$ cat src/rtl/mac_vector_unit.sv
// mac_vector_unit: LANES-wide signed S5.10 x S1.6 multiply, adder-tree reduce, saturating accumulate over cfg_len beats.
// Latency: final beat accepted at edge k -> result valid after edge k+2; one beat per cycle while accumulating.
// Backpressure: in_ready low in DRAIN/HOLD; the result is held stable in HOLD until out_valid && out_ready.
module mac_vector_unit #(
  parameter int LANES        = 4,
  parameter int DATA_WIDTH   = 16,
  parameter int DATA_FRAC    = 10,
  parameter int WEIGHT_WIDTH = 8,
  parameter int WEIGHT_FRAC  = 6,
  parameter int ACCUM_WIDTH  = 32,
  parameter int OUT_WIDTH    = 16,
  parameter int OUT_FRAC     = 10,
  parameter int LEN_WIDTH    = 8
) (
  input  logic                          clk,
  input  logic                          rst_n,
  input  logic                          abort,
  input  logic [LEN_WIDTH-1:0]          cfg_len,
  input  logic                          in_valid,
  output logic                          in_ready,
  input  logic [LANES*DATA_WIDTH-1:0]   data_in,
  input  logic [LANES*WEIGHT_WIDTH-1:0] weight_in,
  output logic                          out_valid,
  input  logic                          out_ready,
  output logic [OUT_WIDTH-1:0]          out_data,
  output logic [ACCUM_WIDTH-1:0]        out_accum,
  output logic                          out_sat,
  output logic                          busy
);

  localparam int PW    = DATA_WIDTH + WEIGHT_WIDTH;
  localparam int LW    = $clog2(LANES);
  localparam int SW    = PW + LW;
  localparam int XW    = ACCUM_WIDTH + 1;
  localparam int SHIFT = DATA_FRAC + WEIGHT_FRAC - OUT_FRAC;

  // Clamp bounds and rounding increment, all sign-extended to the XW-bit working width.
  localparam logic signed [XW-1:0] ACC_MAX = {2'b00, {(ACCUM_WIDTH-1){1'b1}}};
  localparam logic signed [XW-1:0] ACC_MIN = {2'b11, {(ACCUM_WIDTH-1){1'b0}}};
  localparam logic signed [XW-1:0] OUT_MAX = {{(XW-OUT_WIDTH+1){1'b0}}, {(OUT_WIDTH-1){1'b1}}};
  localparam logic signed [XW-1:0] OUT_MIN = {{(XW-OUT_WIDTH+1){1'b1}}, {(OUT_WIDTH-1){1'b0}}};
  localparam logic signed [XW-1:0] RND_INC = XW'(1) << (SHIFT - 1);

  typedef enum logic [1:0] {IDLE, ACCUM, DRAIN, HOLD} state_t;

  state_t                  state_q;
  logic [LEN_WIDTH-1:0]    len_q;
  logic [LEN_WIDTH-1:0]    cnt_q;
  logic [LEN_WIDTH-1:0]    cnt_inc;
  logic                    drain_q;
  logic                    in_ready_q;
  logic                    out_valid_q;
  logic                    accept;

  logic signed [PW-1:0]          prod_d [LANES];
  logic signed [PW-1:0]          prod_q [LANES];
  logic                          p_vld_q;
  logic                          p_first_q;
  logic signed [SW-1:0]          tree_sum;
  logic signed [XW-1:0]          acc_sum;
  logic signed [ACCUM_WIDTH-1:0] acc_q;
  logic signed [ACCUM_WIDTH-1:0] acc_d;
  logic                          sat_q;
  logic                          sat_d;

  logic signed [XW-1:0]   rnd_sum;
  logic signed [XW-1:0]   rnd_shift;
  logic [OUT_WIDTH-1:0]   rnd_out;
  logic                   rnd_clamp;
  logic [OUT_WIDTH-1:0]   out_data_q;
  logic [ACCUM_WIDTH-1:0] out_accum_q;
  logic                   out_sat_q;

  assign accept  = in_valid && in_ready_q;
  assign cnt_inc = cnt_q + LEN_WIDTH'(1);

  // Beat sequencing: count accepted beats, let the two pipeline stages empty, then hold the result.
  always_ff @(posedge clk or negedge rst_n) begin
    if (!rst_n) begin
      state_q     <= IDLE;
      len_q       <= '0;
      cnt_q       <= '0;
      drain_q     <= 1'b0;
      in_ready_q  <= 1'b0;
      out_valid_q <= 1'b0;
    end else if (abort) begin
      state_q     <= IDLE;
      len_q       <= '0;
      cnt_q       <= '0;
      drain_q     <= 1'b0;
      in_ready_q  <= 1'b1;
      out_valid_q <= 1'b0;
    end else begin
      case (state_q)
        IDLE: begin
          in_ready_q <= 1'b1;
          if (accept) begin
            len_q <= cfg_len;
            cnt_q <= LEN_WIDTH'(1);
            // A length of 0 or 1 is a single-beat dot product.
            if (cfg_len <= LEN_WIDTH'(1)) begin
              state_q    <= DRAIN;
              in_ready_q <= 1'b0;
            end else begin
              state_q <= ACCUM;
            end
          end
        end
        ACCUM: begin
          if (accept) begin
            cnt_q <= cnt_inc;
            if (cnt_inc == len_q) begin
              state_q    <= DRAIN;
              in_ready_q <= 1'b0;
            end
          end
        end
        DRAIN: begin
          drain_q <= ~drain_q;
          if (drain_q) begin
            state_q     <= HOLD;
            out_valid_q <= 1'b1;
          end
        end
        HOLD: begin
          if (out_ready) begin
            state_q     <= IDLE;
            out_valid_q <= 1'b0;
            in_ready_q  <= 1'b1;
          end
        end
        default: state_q <= IDLE;
      endcase
    end
  end

  // Per-lane signed products of the beat on the input.
  always_comb begin
    for (int i = 0; i < LANES; i++) begin
      prod_d[i] = PW'($signed(data_in[i*DATA_WIDTH +: DATA_WIDTH]))
                * PW'($signed(weight_in[i*WEIGHT_WIDTH +: WEIGHT_WIDTH]));
    end
  end

  // Lane reduction; the LW guard bits keep the sum exact.
  always_comb begin
    tree_sum = '0;
    for (int i = 0; i < LANES; i++) begin
      tree_sum = tree_sum + SW'(prod_q[i]);
    end
  end

  // Accumulate with clamp; a first beat reloads and clears the sticky flag.
  always_comb begin
    acc_sum = XW'(acc_q) + XW'(tree_sum);
    acc_d   = acc_q;
    sat_d   = sat_q;
    if (p_vld_q) begin
      if (p_first_q) begin
        acc_d = ACCUM_WIDTH'(tree_sum);
        sat_d = 1'b0;
      end else if (acc_sum > ACC_MAX) begin
        acc_d = ACC_MAX[ACCUM_WIDTH-1:0];
        sat_d = 1'b1;
      end else if (acc_sum < ACC_MIN) begin
        acc_d = ACC_MIN[ACCUM_WIDTH-1:0];
        sat_d = 1'b1;
      end else begin
        acc_d = acc_sum[ACCUM_WIDTH-1:0];
      end
    end
  end

  // Product and accumulator pipeline registers; abort discards any beat in flight.
  always_ff @(posedge clk or negedge rst_n) begin
    if (!rst_n) begin
      p_vld_q   <= 1'b0;
      p_first_q <= 1'b0;
      acc_q     <= '0;
      sat_q     <= 1'b0;
      for (int i = 0; i < LANES; i++) prod_q[i] <= '0;
    end else if (abort) begin
      p_vld_q   <= 1'b0;
      p_first_q <= 1'b0;
      acc_q     <= '0;
      sat_q     <= 1'b0;
      for (int i = 0; i < LANES; i++) prod_q[i] <= '0;
    end else begin
      p_vld_q   <= accept;
      p_first_q <= accept && (state_q == IDLE);
      if (accept) begin
        for (int i = 0; i < LANES; i++) prod_q[i] <= prod_d[i];
      end
      acc_q <= acc_d;
      sat_q <= sat_d;
    end
  end

  // Round half up by adding half an LSB before the arithmetic shift, then clamp to the output range.
  always_comb begin
    rnd_sum   = XW'(acc_q) + RND_INC;
    rnd_shift = rnd_sum >>> SHIFT;
    rnd_out   = rnd_shift[OUT_WIDTH-1:0];
    rnd_clamp = 1'b0;
    if (rnd_shift > OUT_MAX) begin
      rnd_out   = OUT_MAX[OUT_WIDTH-1:0];
      rnd_clamp = 1'b1;
    end else if (rnd_shift < OUT_MIN) begin
      rnd_out   = OUT_MIN[OUT_WIDTH-1:0];
      rnd_clamp = 1'b1;
    end
  end

  // Result registers, captured on the last DRAIN cycle and held through HOLD.
  always_ff @(posedge clk or negedge rst_n) begin
    if (!rst_n) begin
      out_data_q  <= '0;
      out_accum_q <= '0;
      out_sat_q   <= 1'b0;
    end else if (abort) begin
      out_data_q  <= '0;
      out_accum_q <= '0;
      out_sat_q   <= 1'b0;
    end else if (state_q == DRAIN && drain_q) begin
      out_data_q  <= rnd_out;
      out_accum_q <= acc_q;
      out_sat_q   <= sat_q | rnd_clamp;
    end
  end

  assign in_ready  = in_ready_q;
  assign out_valid = out_valid_q;
  assign out_data  = out_data_q;
  assign out_accum = out_accum_q;
  assign out_sat   = out_sat_q;
  assign busy      = (state_q != IDLE);

endmodule

$ cat config.mk
export PLATFORM = sky130hd
export DESIGN_NAME = mac_vector_unit
export DESIGN_NICKNAME = d
export VERILOG_FILES = /design/src/rtl/mac_vector_unit.sv
export SDC_FILE = /design/constraint.sdc
export NUM_CORES = 2
export LEC_CHECK = 0
export ABC_AREA = 1
export BUFFER_PORTS_ARGS = -buffer_cell sky130_fd_sc_hd__buf_2
export CAP_MARGIN = 30
export CORE_MARGIN = 4
export CORE_UTILIZATION = 35
export DETAILED_ROUTE_END_ITERATION = 7
export GPL_TIMING_DRIVEN = 0
export SETUP_SLACK_MARGIN = 0.4
export SLEW_MARGIN = 15
export SYNTH_ARGS = -nofsm -noshare
export SYNTH_HDL_FRONTEND = slang
export SYNTH_SLANG_ARGS = --single-unit
$ cat constraint.sdc
create_clock -name clk -period 9.04 [get_ports clk]
set_input_delay 1.808 -clock clk [delete_from_list [all_inputs] [get_ports clk]]
set_output_delay 1.808 -clock clk [all_outputs]
set_load 0.05 [all_outputs]
* Word level (Yosys, flattened, before mapping)
Cells that the tools add are included.
** Operators by class
- Add/sub/neg operators :: 6
- $mul :: 4
- Order comparisons :: 5
- Equality and inequality tests :: 9
- Muxes and demuxes :: 52
- Bitwise operators :: 2
- Reduce and logical (&&, ||, !) cells :: 20
** Operators with widths (count)
- $mux 32 :: 7
- $mux 96 :: 2
- $mul 16x8->24 :: 4
- $mux 16 :: 4
- $mux 8 :: 6
- $add 32x26->33 :: 1
- $add 32x7->33 const B :: 1
- $gt 33x32->1 const B :: 1
- $lt 33x32->1 const B :: 1
- $gt 27x16->1 const B :: 1
- $lt 27x16->1 const B :: 1
- $add 25x24->26 :: 1
- $add 26x24->26 :: 1
- $add 24x24->25 :: 1
- $mux 1 :: 22
- $pmux 8 s2 :: 1
- $ne 3x3->1 const B :: 5
- $mux 2 :: 7
- $reduce_bool 2->1 :: 6
- $add 8x1->8 const B :: 1
- $eq 8x8->1 :: 1
- $le 8x1->1 const B :: 1
- $pmux 2 s4 :: 1
- $reduce_bool 4->1 :: 2
- other kinds (13) :: 19
** Word-level totals
- Register bits :: 201
- Input port bits :: 109
- Output and inout port bits :: 52
- Word-level logic and storage cells :: 115

* Logic depth before layout (Yosys ltp)
- Depth after elaboration :: 10
- Mapped depth :: 35

* Worst setup path before layout
OpenSTA, ideal clock, no wires.
- Kind :: in2reg
- From :: input weight_in[2]
- To :: register prod_q[91] (netlist name)
- Library setup time :: 0.130 ns
- Data arrival time :: 5.822 ns
- Data required time :: 8.910 ns
- Path slack :: 3.088 ns
- Stages :: 20
- Path buffers :: 2
- Cell sequence :: clkbuf_1 -> clkbuf_1 -> nand2_1 -> fa_1 -> fa_1 -> inv_1 -> fa_1 -> inv_1 -> fa_1 -> inv_1 -> ha_1 -> nand2_1 -> o21ai_0 -> a21oi_1 -> o21ai_0 -> nand3_1 -> nand2_1 -> a21oi_1 -> o21ai_0 -> o21ai_0
** Between the ends
- Cells in the longest elaborated chain, start to end :: 3
** Ends and longest elaborated chain
- start: declaration :: RTL line 22 : input logic [LANES*WEIGHT_WIDTH-1:0] weight_in,
- $mul 16x8->24 :: RTL line 141 : * PW'($signed(weight_in[i*WEIGHT_WIDTH +: WEIGHT_WIDTH]));
- $mux 96 :: RTL line 191 : if (accept) begin
- $mux 96 :: RTL line 182 : end else if (abort) begin
- end: declaration :: RTL line 56 : logic signed [PW-1:0] prod_q [LANES];
Every way passes these cells. The select of a mux whose other input is x is not followed.
A chain may end at the register's enable or synchronous reset.

* Final worst setup path
- From :: input weight_in[27]
- To :: register prod_q[20] (netlist name)
Same word-level chain as after synthesis.

==> metrics.txt <==
initial antenna violation count=3; Clock Latency Late Sink=0.54 ns; DR vias/cell=approximately 4.7; length of the first detailed-routing pass in iterations=7; worst hold slack=0.480 ns; CTS Buf Count=25; Critical Path RT=9.43 ns; core region area=93500 µm²; DRC=0; CTS max path bufs=3; first-pass GRT wire length=151000 µm; worst clock skew=about 0.011 ns; CP Class=in -> reg; GRT Util Overall=18.8%; clock sink total=roughly 200; hold path cells=2; hold buffers post-CTS=0; Critical Path, Cell by Cell=clkbuf_1, clkbuf_1, nand2_1, fa_1, fa_1, inv_1, fa_1, fa_1, ha_1, nand2_1, nand3_1, inv_1, o21ai_0, nand3_1, nand2_1, nand3_1, nand2_1, a21oi_1, o21ai_0, o21ai_0; MaxCap Viol Count=0; sequential-to-total area share from yosys stat=15.2%; Die Width=315 µm; post-CTS sizing=0; CTS tree=done; setup TNS=0 ns; EDFF count, synth=0; Routed WL=just over 90000 µm; Mapped Nets=5324; FP Rows=112; stages on the worst setup path=20; drt initial violations=roughly 1600; Syn Area/Cell=7.33 µm²; Critical Path Max Stage Delay=approximately 0.56 ns; final setup margin=2.64 ns; Worst VDD drop=196 µV; Bufs and invs on worst path=4; final hold violations=0; Max Clk Rate=around 160 MHz; CP top delay family=adder cells; Tightest Pin Transition=0.820 ns; FF/Latch Area=5030 µm²; final slew viol count=0; Mapped Area=33000 µm²; Layout Nets=5421; Final Critical Period=6.40 ns; area of the multi-input gates=23000 µm²; Top Ports=161; die extent in y=315 µm; Synth Warn #=0; Via Count=27477; clock transition at the registers of the reported paths=0.06 ns; crit path max fanout=10; GRT overflow=0; top_reg_cell synth=dfrtp_1; fillers=~9800; Gate Count Post-Synth=4504; Power per Cell Area=328 nW/µm²; status=complete, no violations; crit end category=flop; Yosys reg bits=201; dpl hpwl=78800 µm; number of global-route vias before repair=28278; Core Util, Final=about two fifths; most frequent cell after synthesis=inv_1; Post-synth ARST share=100%; Worst R2R Path Depth=33; H-tree Lvls=1; Synth-to-Final Area Change=8.47%; post-CTS setup buffers=0; DIE AREA=99300 µm²; Slew headroom=45.3%; CP max-delay cell=clkbuf_1; port buffer count=67; Critical Path AT=6.79 ns; pre-CTS WS=2.10 ns; Netlist cell types=between 50 and 60; Final ANT Viol Nets=0; drt wl/cell=15.7 µm; CTS Root Cell=clkbuf_16; largest net degree at the start of global routing=89; Setup Viol. Count Final=0; RSZ-0062 raised after global routing=false; top cells by area, synth=fa_1 28%, dfrtp_1 15%, inv_1 13%; layout cell share with drive strength beyond 1=4.79%; routability cong.=a little over 0.9; Yosys top cell area share=28.0%; P_leak=between 20 and 25 nW; largest area contributor in the netlist=fa_1; most common library cells after synthesis=1142 x inv_1, 1127 x nand2_1, 462 x fa_1; worst hold path class=reg -> reg; CP startpoint kind=input port; Initial Util=between 30% and 40%; crit share post-route=70.8%
worst min-delay path: cells and delay by family, from the launching register on:
family / cells / cell delay, ns
flip-flops: 1 / 0.34
AND/OR/NAND/NOR: 2 / 0.10
layout make-up:
class,instances,area share (%)
flip-flops and latches,201,14.0
well taps,1254,4.38
plain buffers,169,1.91
inverters,1147,12.0
clock inverters,9,0.241
multi-input cells,2987,64.2
diodes,2,0.0140
repair buffers,70,1.14
clock buffers,34,2.04
layout by cell type, fill, tap and decap left out, drive strengths merged, types with 4 or more instances in the layout:
cell     instances
a21boi           4
a21o            20
a21oi          202
a22o            13
a31oi            5
a32o             4
and2             8
buf             83
clkbuf         190
clkinv           7
dfrtp          201
fa             462
ha             249
inv           1146
nand2         1135
nand3          149
nand3b           9
nand4           25
nor2           198
nor3            23
nor4             6
o2111ai          5
o211ai           7
o21ai          236
o21bai          19
o22ai           37
o31ai            7
or2             68
xnor2           34
xor2            51
cells by family after synthesis:
logic type | after synthesis | share of synthesized area, %
AND/OR/NAND/NOR | 1624 | 20.4
buffers and inverters | 1316 | 15.1
adder cells (fa/ha/maj) | 711 | 37.4
AO/OA/AOI/OAI | 567 | 9.54
flip-flops | 201 | 15.2
XOR/XNOR | 85 | 2.25
metrics by stage:
stage	instance area, µm²	total power (W)	cells
2_1_floorplan	33000	0.00827	4504
3_3_place_gp	34900	0.0106	5825
3_5_place_dp	35000	0.0107	5828
4_1_cts	35800	0.0117	5871
5_1_grt	35800	0.0132	5872
6_report	35800	0.0117	5873
flip-flops by register name, indices dropped and copies added, names as in the netlist, 2 cells and up:
| name | cells |
|---|---|
| prod_q | 96 |
| acc_q | 32 |
| out_accum | 32 |
| out_data | 16 |
| cnt_q | 8 |
| len_q | 8 |
| state_q | 2 |
power breakdown:
group          internal (W)  switching (W)
combinational       0.00321        0.00616
clock              0.000591       0.000395
sequential          0.00116       0.000218
path summary, 6_finish.rpt:
kind,end,slack (ns),from
min,out_data[0],0.48,out_data[0]
max in group asynchronous,prod_q[46],6.74,rst_n
min in group asynchronous,out_sat,1.14,rst_n
max reg2reg,acc_q[30],3.08,prod_q[49]
min reg2reg,out_data[0],0.48,out_data[0]
max,prod_q[20],2.64,weight_in[27]
per-layer routing:
layer  up-vias  track usage [%]  wire length (µm)
met5         -                0                13
met4         2             2.90              1560
met3        98             1.63              3660
met2       529             33.5             45900
met1     13184             25.3             40900
li1      13664                -                 -
No activity file was read; power rests on OpenSTA's default activity.
